**src/rtl/exmem_mem_sequencer_if.sv**
```systemverilog
// Bus between the EX/MEM pipeline buffer, the memory sequencer and data memory.
// The slave modport is the sequencer's view; the master modport drives the
// buffer/memory side (used by the environment around the sequencer).
interface exmem_mem_sequencer_if #(
    parameter int S = 15
);
    // EX/MEM buffer side
    logic [S:0] CtrlIn;
    logic [S:0] AddrIn;
    logic [S:0] WordIn;
    logic [7:0] ByteIn;
    // memory response
    logic       MemAck;
    logic [S:0] MemRData;
    // memory request
    logic       MemReq;
    logic       MemRe;
    logic       MemWe;
    logic       MemByte;
    logic [S:0] MemAddr;
    logic [S:0] MemWData;
    // pipeline / write-back side
    logic       Stall;
    logic [S:0] LoadData;
    logic       WbValid;
    logic       Err;

    modport slave (
        input  CtrlIn, AddrIn, WordIn, ByteIn, MemAck, MemRData,
        output MemReq, MemRe, MemWe, MemByte, MemAddr, MemWData,
        output Stall, LoadData, WbValid, Err
    );

    modport master (
        output CtrlIn, AddrIn, WordIn, ByteIn, MemAck, MemRData,
        input  MemReq, MemRe, MemWe, MemByte, MemAddr, MemWData,
        input  Stall, LoadData, WbValid, Err
    );
endinterface

```
**src/rtl/exmem_mem_sequencer.sv**
```systemverilog
// Memory-access sequencer for the instruction in the EX/MEM buffer.
// Decodes the control word, runs one req/ack access at a time against data
// memory, stalls the upstream pipeline while the access is outstanding,
// returns load data with a one-cycle write-back strobe and flags timeouts.
module exmem_mem_sequencer #(
    parameter int S   = 15,
    parameter int TMO = 15,
    parameter int TW  = 4
) (
    input  logic                  clk,
    input  logic                  rst,
    exmem_mem_sequencer_if.slave  bus
);

    typedef enum logic [1:0] {
        ST_IDLE = 2'd0,
        ST_WAIT = 2'd1,
        ST_DONE = 2'd2,
        ST_ERR  = 2'd3
    } state_t;

    // Last counter value allowed in WAIT before giving up.
    localparam logic [TW-1:0] TMO_LAST = TW'(TMO - 1);

    // Zero-extend a byte to a datapath word.
    function automatic logic [S:0] zext_byte(input logic [7:0] b);
        return {{(S-7){1'b0}}, b};
    endfunction

    state_t        r_state;
    state_t        w_next;
    logic          w_memop;
    logic          w_ack;
    logic          w_tmo;
    logic          w_stall;

    logic          r_req;
    logic          r_re;
    logic          r_we;
    logic          r_byte;
    logic          r_regw;
    logic [S:0]    r_addr;
    logic [S:0]    r_wdata;
    logic [S:0]    r_ldata;
    logic          r_wbv;
    logic          r_err;
    logic [TW-1:0] r_cnt;

    // State register.
    always_ff @(posedge clk or negedge rst) begin
        if (!rst) begin
            r_state <= ST_IDLE;
        end else begin
            r_state <= w_next;
        end
    end

    // Operation decode, next-state logic and the combinational stall.
    always_comb begin
        w_next  = r_state;
        w_memop = bus.CtrlIn[0] | bus.CtrlIn[1];
        w_ack   = 1'b0;
        w_tmo   = 1'b0;
        w_stall = 1'b0;
        case (r_state)
            ST_IDLE: begin
                // Stall is gated by reset so it falls with an abandoned access.
                w_stall = w_memop & rst;
                if (w_memop) begin
                    w_next = ST_WAIT;
                end else begin
                    w_next = ST_IDLE;
                end
            end
            ST_WAIT: begin
                w_stall = rst;
                w_ack   = bus.MemAck;
                w_tmo   = ~bus.MemAck & (r_cnt == TMO_LAST);
                if (w_ack) begin
                    w_next = ST_DONE;
                end else if (w_tmo) begin
                    w_next = ST_ERR;
                end else begin
                    w_next = ST_WAIT;
                end
            end
            ST_DONE: begin
                w_next = ST_IDLE;
            end
            ST_ERR: begin
                w_next = ST_IDLE;
            end
            default: begin
                w_next = ST_IDLE;
            end
        endcase
    end

    // Request/qualifier latching, timeout counting and load/write-back results.
    always_ff @(posedge clk or negedge rst) begin
        if (!rst) begin
            r_req   <= 1'b0;
            r_re    <= 1'b0;
            r_we    <= 1'b0;
            r_byte  <= 1'b0;
            r_regw  <= 1'b0;
            r_addr  <= '0;
            r_wdata <= '0;
            r_ldata <= '0;
            r_wbv   <= 1'b0;
            r_err   <= 1'b0;
            r_cnt   <= '0;
        end else begin
            r_wbv <= 1'b0;
            case (r_state)
                ST_IDLE: begin
                    if (w_memop) begin
                        r_req   <= 1'b1;
                        r_addr  <= bus.AddrIn;
                        r_wdata <= bus.CtrlIn[2] ? zext_byte(bus.ByteIn) : bus.WordIn;
                        r_we    <= bus.CtrlIn[1];
                        // A combined read+write is executed as a plain write.
                        r_re    <= bus.CtrlIn[0] & ~bus.CtrlIn[1];
                        r_byte  <= bus.CtrlIn[2];
                        r_regw  <= bus.CtrlIn[3];
                        r_cnt   <= '0;
                    end else begin
                        r_req   <= 1'b0;
                    end
                end
                ST_WAIT: begin
                    if (w_ack) begin
                        r_req  <= 1'b0;
                        r_re   <= 1'b0;
                        r_we   <= 1'b0;
                        r_byte <= 1'b0;
                        if (r_re) begin
                            r_ldata <= r_byte ? zext_byte(bus.MemRData[7:0]) : bus.MemRData;
                            r_wbv   <= r_regw;
                        end else begin
                            r_ldata <= r_ldata;
                        end
                    end else if (w_tmo) begin
                        r_req  <= 1'b0;
                        r_re   <= 1'b0;
                        r_we   <= 1'b0;
                        r_byte <= 1'b0;
                        r_err  <= 1'b1;
                    end else begin
                        r_cnt  <= r_cnt + TW'(1);
                    end
                end
                ST_DONE: begin
                    r_req <= 1'b0;
                end
                ST_ERR: begin
                    r_req <= 1'b0;
                end
                default: begin
                    r_req <= 1'b0;
                end
            endcase
        end
    end

    assign bus.MemReq   = r_req;
    assign bus.MemRe    = r_re;
    assign bus.MemWe    = r_we;
    assign bus.MemByte  = r_byte;
    assign bus.MemAddr  = r_addr;
    assign bus.MemWData = r_wdata;
    assign bus.Stall    = w_stall;
    assign bus.LoadData = r_ldata;
    assign bus.WbValid  = r_wbv;
    assign bus.Err      = r_err;

endmodule
```
**src/flat_wrapper.sv**
```systemverilog
// flat-port wrapper written by rule: the top's interface ports become plain ports
module exmem_mem_sequencer_flat 
#(
    parameter int S   = 15,
    parameter int TMO = 15,
    parameter int TW  = 4
)
  (clk, rst, bus_CtrlIn, bus_AddrIn, bus_WordIn, bus_ByteIn, bus_MemAck, bus_MemRData, bus_MemReq, bus_MemRe, bus_MemWe, bus_MemByte, bus_MemAddr, bus_MemWData, bus_Stall, bus_LoadData, bus_WbValid, bus_Err);
  exmem_mem_sequencer_if #(.S(S)) bus_i ();
  input  logic clk;
  input  logic rst;
  input wire logic [$bits(bus_i.CtrlIn)-1:0] bus_CtrlIn;
  input wire logic [$bits(bus_i.AddrIn)-1:0] bus_AddrIn;
  input wire logic [$bits(bus_i.WordIn)-1:0] bus_WordIn;
  input wire logic [$bits(bus_i.ByteIn)-1:0] bus_ByteIn;
  input wire logic [$bits(bus_i.MemAck)-1:0] bus_MemAck;
  input wire logic [$bits(bus_i.MemRData)-1:0] bus_MemRData;
  output wire logic [$bits(bus_i.MemReq)-1:0] bus_MemReq;
  output wire logic [$bits(bus_i.MemRe)-1:0] bus_MemRe;
  output wire logic [$bits(bus_i.MemWe)-1:0] bus_MemWe;
  output wire logic [$bits(bus_i.MemByte)-1:0] bus_MemByte;
  output wire logic [$bits(bus_i.MemAddr)-1:0] bus_MemAddr;
  output wire logic [$bits(bus_i.MemWData)-1:0] bus_MemWData;
  output wire logic [$bits(bus_i.Stall)-1:0] bus_Stall;
  output wire logic [$bits(bus_i.LoadData)-1:0] bus_LoadData;
  output wire logic [$bits(bus_i.WbValid)-1:0] bus_WbValid;
  output wire logic [$bits(bus_i.Err)-1:0] bus_Err;
  assign bus_i.CtrlIn = bus_CtrlIn;
  assign bus_i.AddrIn = bus_AddrIn;
  assign bus_i.WordIn = bus_WordIn;
  assign bus_i.ByteIn = bus_ByteIn;
  assign bus_i.MemAck = bus_MemAck;
  assign bus_i.MemRData = bus_MemRData;
  assign bus_MemReq = bus_i.MemReq;
  assign bus_MemRe = bus_i.MemRe;
  assign bus_MemWe = bus_i.MemWe;
  assign bus_MemByte = bus_i.MemByte;
  assign bus_MemAddr = bus_i.MemAddr;
  assign bus_MemWData = bus_i.MemWData;
  assign bus_Stall = bus_i.Stall;
  assign bus_LoadData = bus_i.LoadData;
  assign bus_WbValid = bus_i.WbValid;
  assign bus_Err = bus_i.Err;
  exmem_mem_sequencer #(.S(S), .TMO(TMO), .TW(TW)) u_core (.clk(clk), .rst(rst), .bus(bus_i));
endmodule
```
**config.mk**
```make
export PLATFORM = sky130hd
export DESIGN_NAME = exmem_mem_sequencer_flat
export DESIGN_NICKNAME = d
export VERILOG_FILES = /design/src/rtl/exmem_mem_sequencer_if.sv /design/src/rtl/exmem_mem_sequencer.sv /design/src/flat_wrapper.sv
export SDC_FILE = /design/constraint.sdc
export NUM_CORES = 1
export LEC_CHECK = 0
export CORE_MARGIN = 5
export CORE_UTILIZATION = 37
export DETAILED_ROUTE_END_ITERATION = 12
export PLACE_DENSITY = 0.82
export SLEW_MARGIN = 20
export SYNTH_ARGS = -nofsm -noshare
export SYNTH_HDL_FRONTEND = slang
export SYNTH_SLANG_ARGS = --single-unit
```
**constraint.sdc**
```tcl
create_clock -name clk -period 1.7 [get_ports clk]
set_input_delay 0.255 -clock clk [delete_from_list [all_inputs] [get_ports clk]]
set_output_delay 0.255 -clock clk [all_outputs]
set_load 0.02 [all_outputs]
```
==> flow_summary.toml <==
[outcome]
status = "finished, final reports clean"

[critical_path]
critPathSlowestCell = "clkdlybuf4s50_1"
crit_fanout = 4
start_kind = "register"
worstPathRequired_ns = 1.44
worstPathArrival_ns = 1.34
critPathKind = "reg -> out"
cp_cell_sequence = "clkdlybuf4s50_1"
endpoint_kind = "output pin"
critPathMaxStageDelay_ns = 0.64
path_buf_inv = 1
crit_family = "buffers and inverters"

[placement]
hpwl_mm = 5.11
pre_cts_ws_ns = -0.119
dpl.cell_count = 423
place_congestion = 0.753
io_buffer_count = 117
placed_area_mm2 = 0.00403

[layout]
finalInstanceArea_mm2 = 0.00420
area_growth_pct = 55.9
final_util_pct = 58.5
n_fill_cell = 589
drive_gt1_share_pct = 22.9
layout.cells.non_filler = 439
fin_nets = 412
n_antenna_cell = 0

[power]
p_sw_mw = 2.68
p_leak_nw = 1.87
pwr-share-comb_pct = 51.4
seq_power_share_pct = 33.2
switching_share_pct = 35.8
peakVddDrop_mv = 0.765
power.total_mw = 7.48
powerDensity_mw_per_mm2 = 1780
pwr-share-clk_pct = 15.3
internal_power_mw = 4.81

[floorplanning]
fp.dieW_um = 95.3
pin_count = 130
rows = 31
die_area_mm2 = 0.00909
core-area_mm2 = 0.00718
start_util_pct = 37.5
dieHeight_um = 95.3

[sta]
max_freq_ghz = 0.627
worst_slew_pin_slew_ns = 0.756
relSlewSlack_pct = 49.6
setup_ws_ns = 0.105
rsz0062_at_grt = "false"
setup_viol = 0
hold_violations = 0
final.setup.tns_ns = 0
drv_slew = 0
hold-worst-slack_ns = 0.177
fin_crit_sh_pct = 93.8
min_period_ns = 1.59
finClkSkew_ns = 0.00810

[clocking]
h-tree-depth = 3
clockBufferDepth = 2
clk_latency_ns = 0.33
path_clk_slew_ns = 0.07
cts_buffers = 9
cts_tree = "built"
clock-sinks = 61
post-cts-setup-buffers = 0
root_buffer = "clkbuf_8"
hold_buffers = 0

[detailed_routing]
vias = 2068
dr.pass1.iters = 4
drc_errors = 0
wl_mm = 6.76
avgViaCountPerCell = 4.71
drtIter0Drc = 41
ant_nets = 0
wl_per_cell_um = 15.4

[flow_run]
maxCapViolations = 0

[grt]
antenna_found_initial = 0
grt.total_usage_pct = 15.3
grt_overflow = 0
grt_pass1_wl_mm = 10.7
grt_max_degree = 62
grt_pass1_vias = 2216

[hold_path]
min_path_type = "in -> async"

[synth]
syn_nets = 279
syn_area_mm2 = 0.00269
synthCells = 202
syn_area_per_cell_um2 = 13.3
yosys_register_bits = 61
synth_cell_types = 31
ys.warnings.count = 0
yosysSeqAreaShare_pct = 56.7
[layout by cell type, fill, tap and decap left out, types with 2 or more instances in the layout]
cell type	n
mux2_4	18
nand2_1	9
o22ai_1	2
mux2_2	23
o41ai_1	8
nand2b_1	9
inv_1	13
o21ai_0	21
mux2i_1	4
nand3_1	3
clkinv_2	3
clkbuf_8	11
dfrtp_1	61
ha_1	2
clkdlybuf4s50_1	115
nor2_1	2
a21oi_1	2
buf_4	16
[power groups by stage]
stage,Sequential (mW),Combinational (mW),Clock [mW]
4_1_cts,2.49,3.91,1.19
3_5_place_dp,2.50,3.90,0
6_report,2.49,3.85,1.15
2_1_floorplan,3.22,1.43,0
3_3_place_gp,2.48,3.81,0
5_1_grt,2.58,4.08,1.24
[final timing paths]
kind / from / endpoint / slack [ns] / depth (start not counted)
min in group clk: bus_WordIn[8] / u_core.bus.MemWData[8] / 0.48 / 3
min reg2reg: u_core.bus.LoadData[11] / u_core.bus.LoadData[11] / 0.49 / 2
max reg2reg: u_core.r_state[0] / u_core.bus.MemWData[3] / 0.16 / 4
min: rst / u_core.bus.MemWe / 0.18 / 2
max in group asynchronous: rst / u_core.bus.MemAddr[10] / 1.03 / 2
max: u_core.bus.MemRe / bus_MemRe / 0.11 / 1
[per-layer routing]
| metal | track usage (%) | part of all wire (%) |
|---|---|---|
| met5 | 0 | 0 |
| met4 | 5.77 | 1.8 |
| met3 | 4.58 | 7.0 |
| met2 | 26.8 | 51 |
| met1 | 17.7 | 40 |
[state kept, by name (all words and copies together) (netlist names)]
name / cells
u_core.bus.MemWe: 1
u_core.r_regw: 1
u_core.bus.LoadData: 16
u_core.bus.Err: 1
u_core.bus.MemWData: 16
u_core.bus.WbValid: 1
u_core.bus.MemAddr: 16
u_core.bus.MemReq: 1
u_core.bus.MemRe: 1
u_core.r_cnt: 4
u_core.bus.MemByte: 1
u_core.r_state: 2
[cells in the mapped netlist (all sizes together)]
cell,instances,area share [%]
mux2i,4,1.5
nand2,9,1.3
nor3b,1,0.28
and3,1,0.23
nor2,4,1.3
o32ai,1,0.33
a21oi,2,0.37
o21ai,21,3.9
or2,1,0.23
inv,13,1.8
a31oi,1,0.23
o22ai,2,0.46
a2bb2oi,1,0.33
mux2,41,20
ha,2,0.93
o2bb2ai,1,0.33
nand4b,1,0.33
nand2b,9,2.1
o41ai,8,2.6
buf,8,3.1
nand3,3,0.56
a41o,1,0.37
dfrtp,61,57
a31o,1,0.33
clkbuf,4,0.56
o311a,1,0.37
[cell families (layout without fill, tap and decap cells)]
family	Yosys count	count (layout)	share of synthesized area (%)
buffers and inverters	25	163	5.43
AND/OR/NAND/NOR	29	29	6.22
adder cells (fa/ha/maj)	2	2	0.929
multiplexers	45	45	21.1
flip-flops	61	61	56.7
AO/OA/AOI/OAI	40	40	9.61
[worst register-to-register path, cell delays in order, from the launching register on]
cell	delay, ns
dfrtp_1	0.42
or2_1	0.32
nor2_8	0.17
buf_4	0.21
mux2_4	0.31
[final cells by class]
| cell class | instances | area [um^2] | area share [%] |
|---|---|---|---|
| Clock inverter | 4 | 22.5 | 0.536 |
| Sequential cell | 61 | 1530 | 36.4 |
| Multi-Input combinational cell | 116 | 1020 | 24.3 |
| Inverter | 13 | 48.8 | 1.16 |
| Timing Repair Buffer | 134 | 1300 | 31.0 |
| Clock buffer | 12 | 155 | 3.69 |
| Tap cell | 99 | 124 | 2.95 |
[timing repair]
action                                  CTS  global route
gates resized for setup                   1             2
endpoints found under the setup margin    1             1
pin swaps                                 0             0
Power figures use the tool's default switching activity.
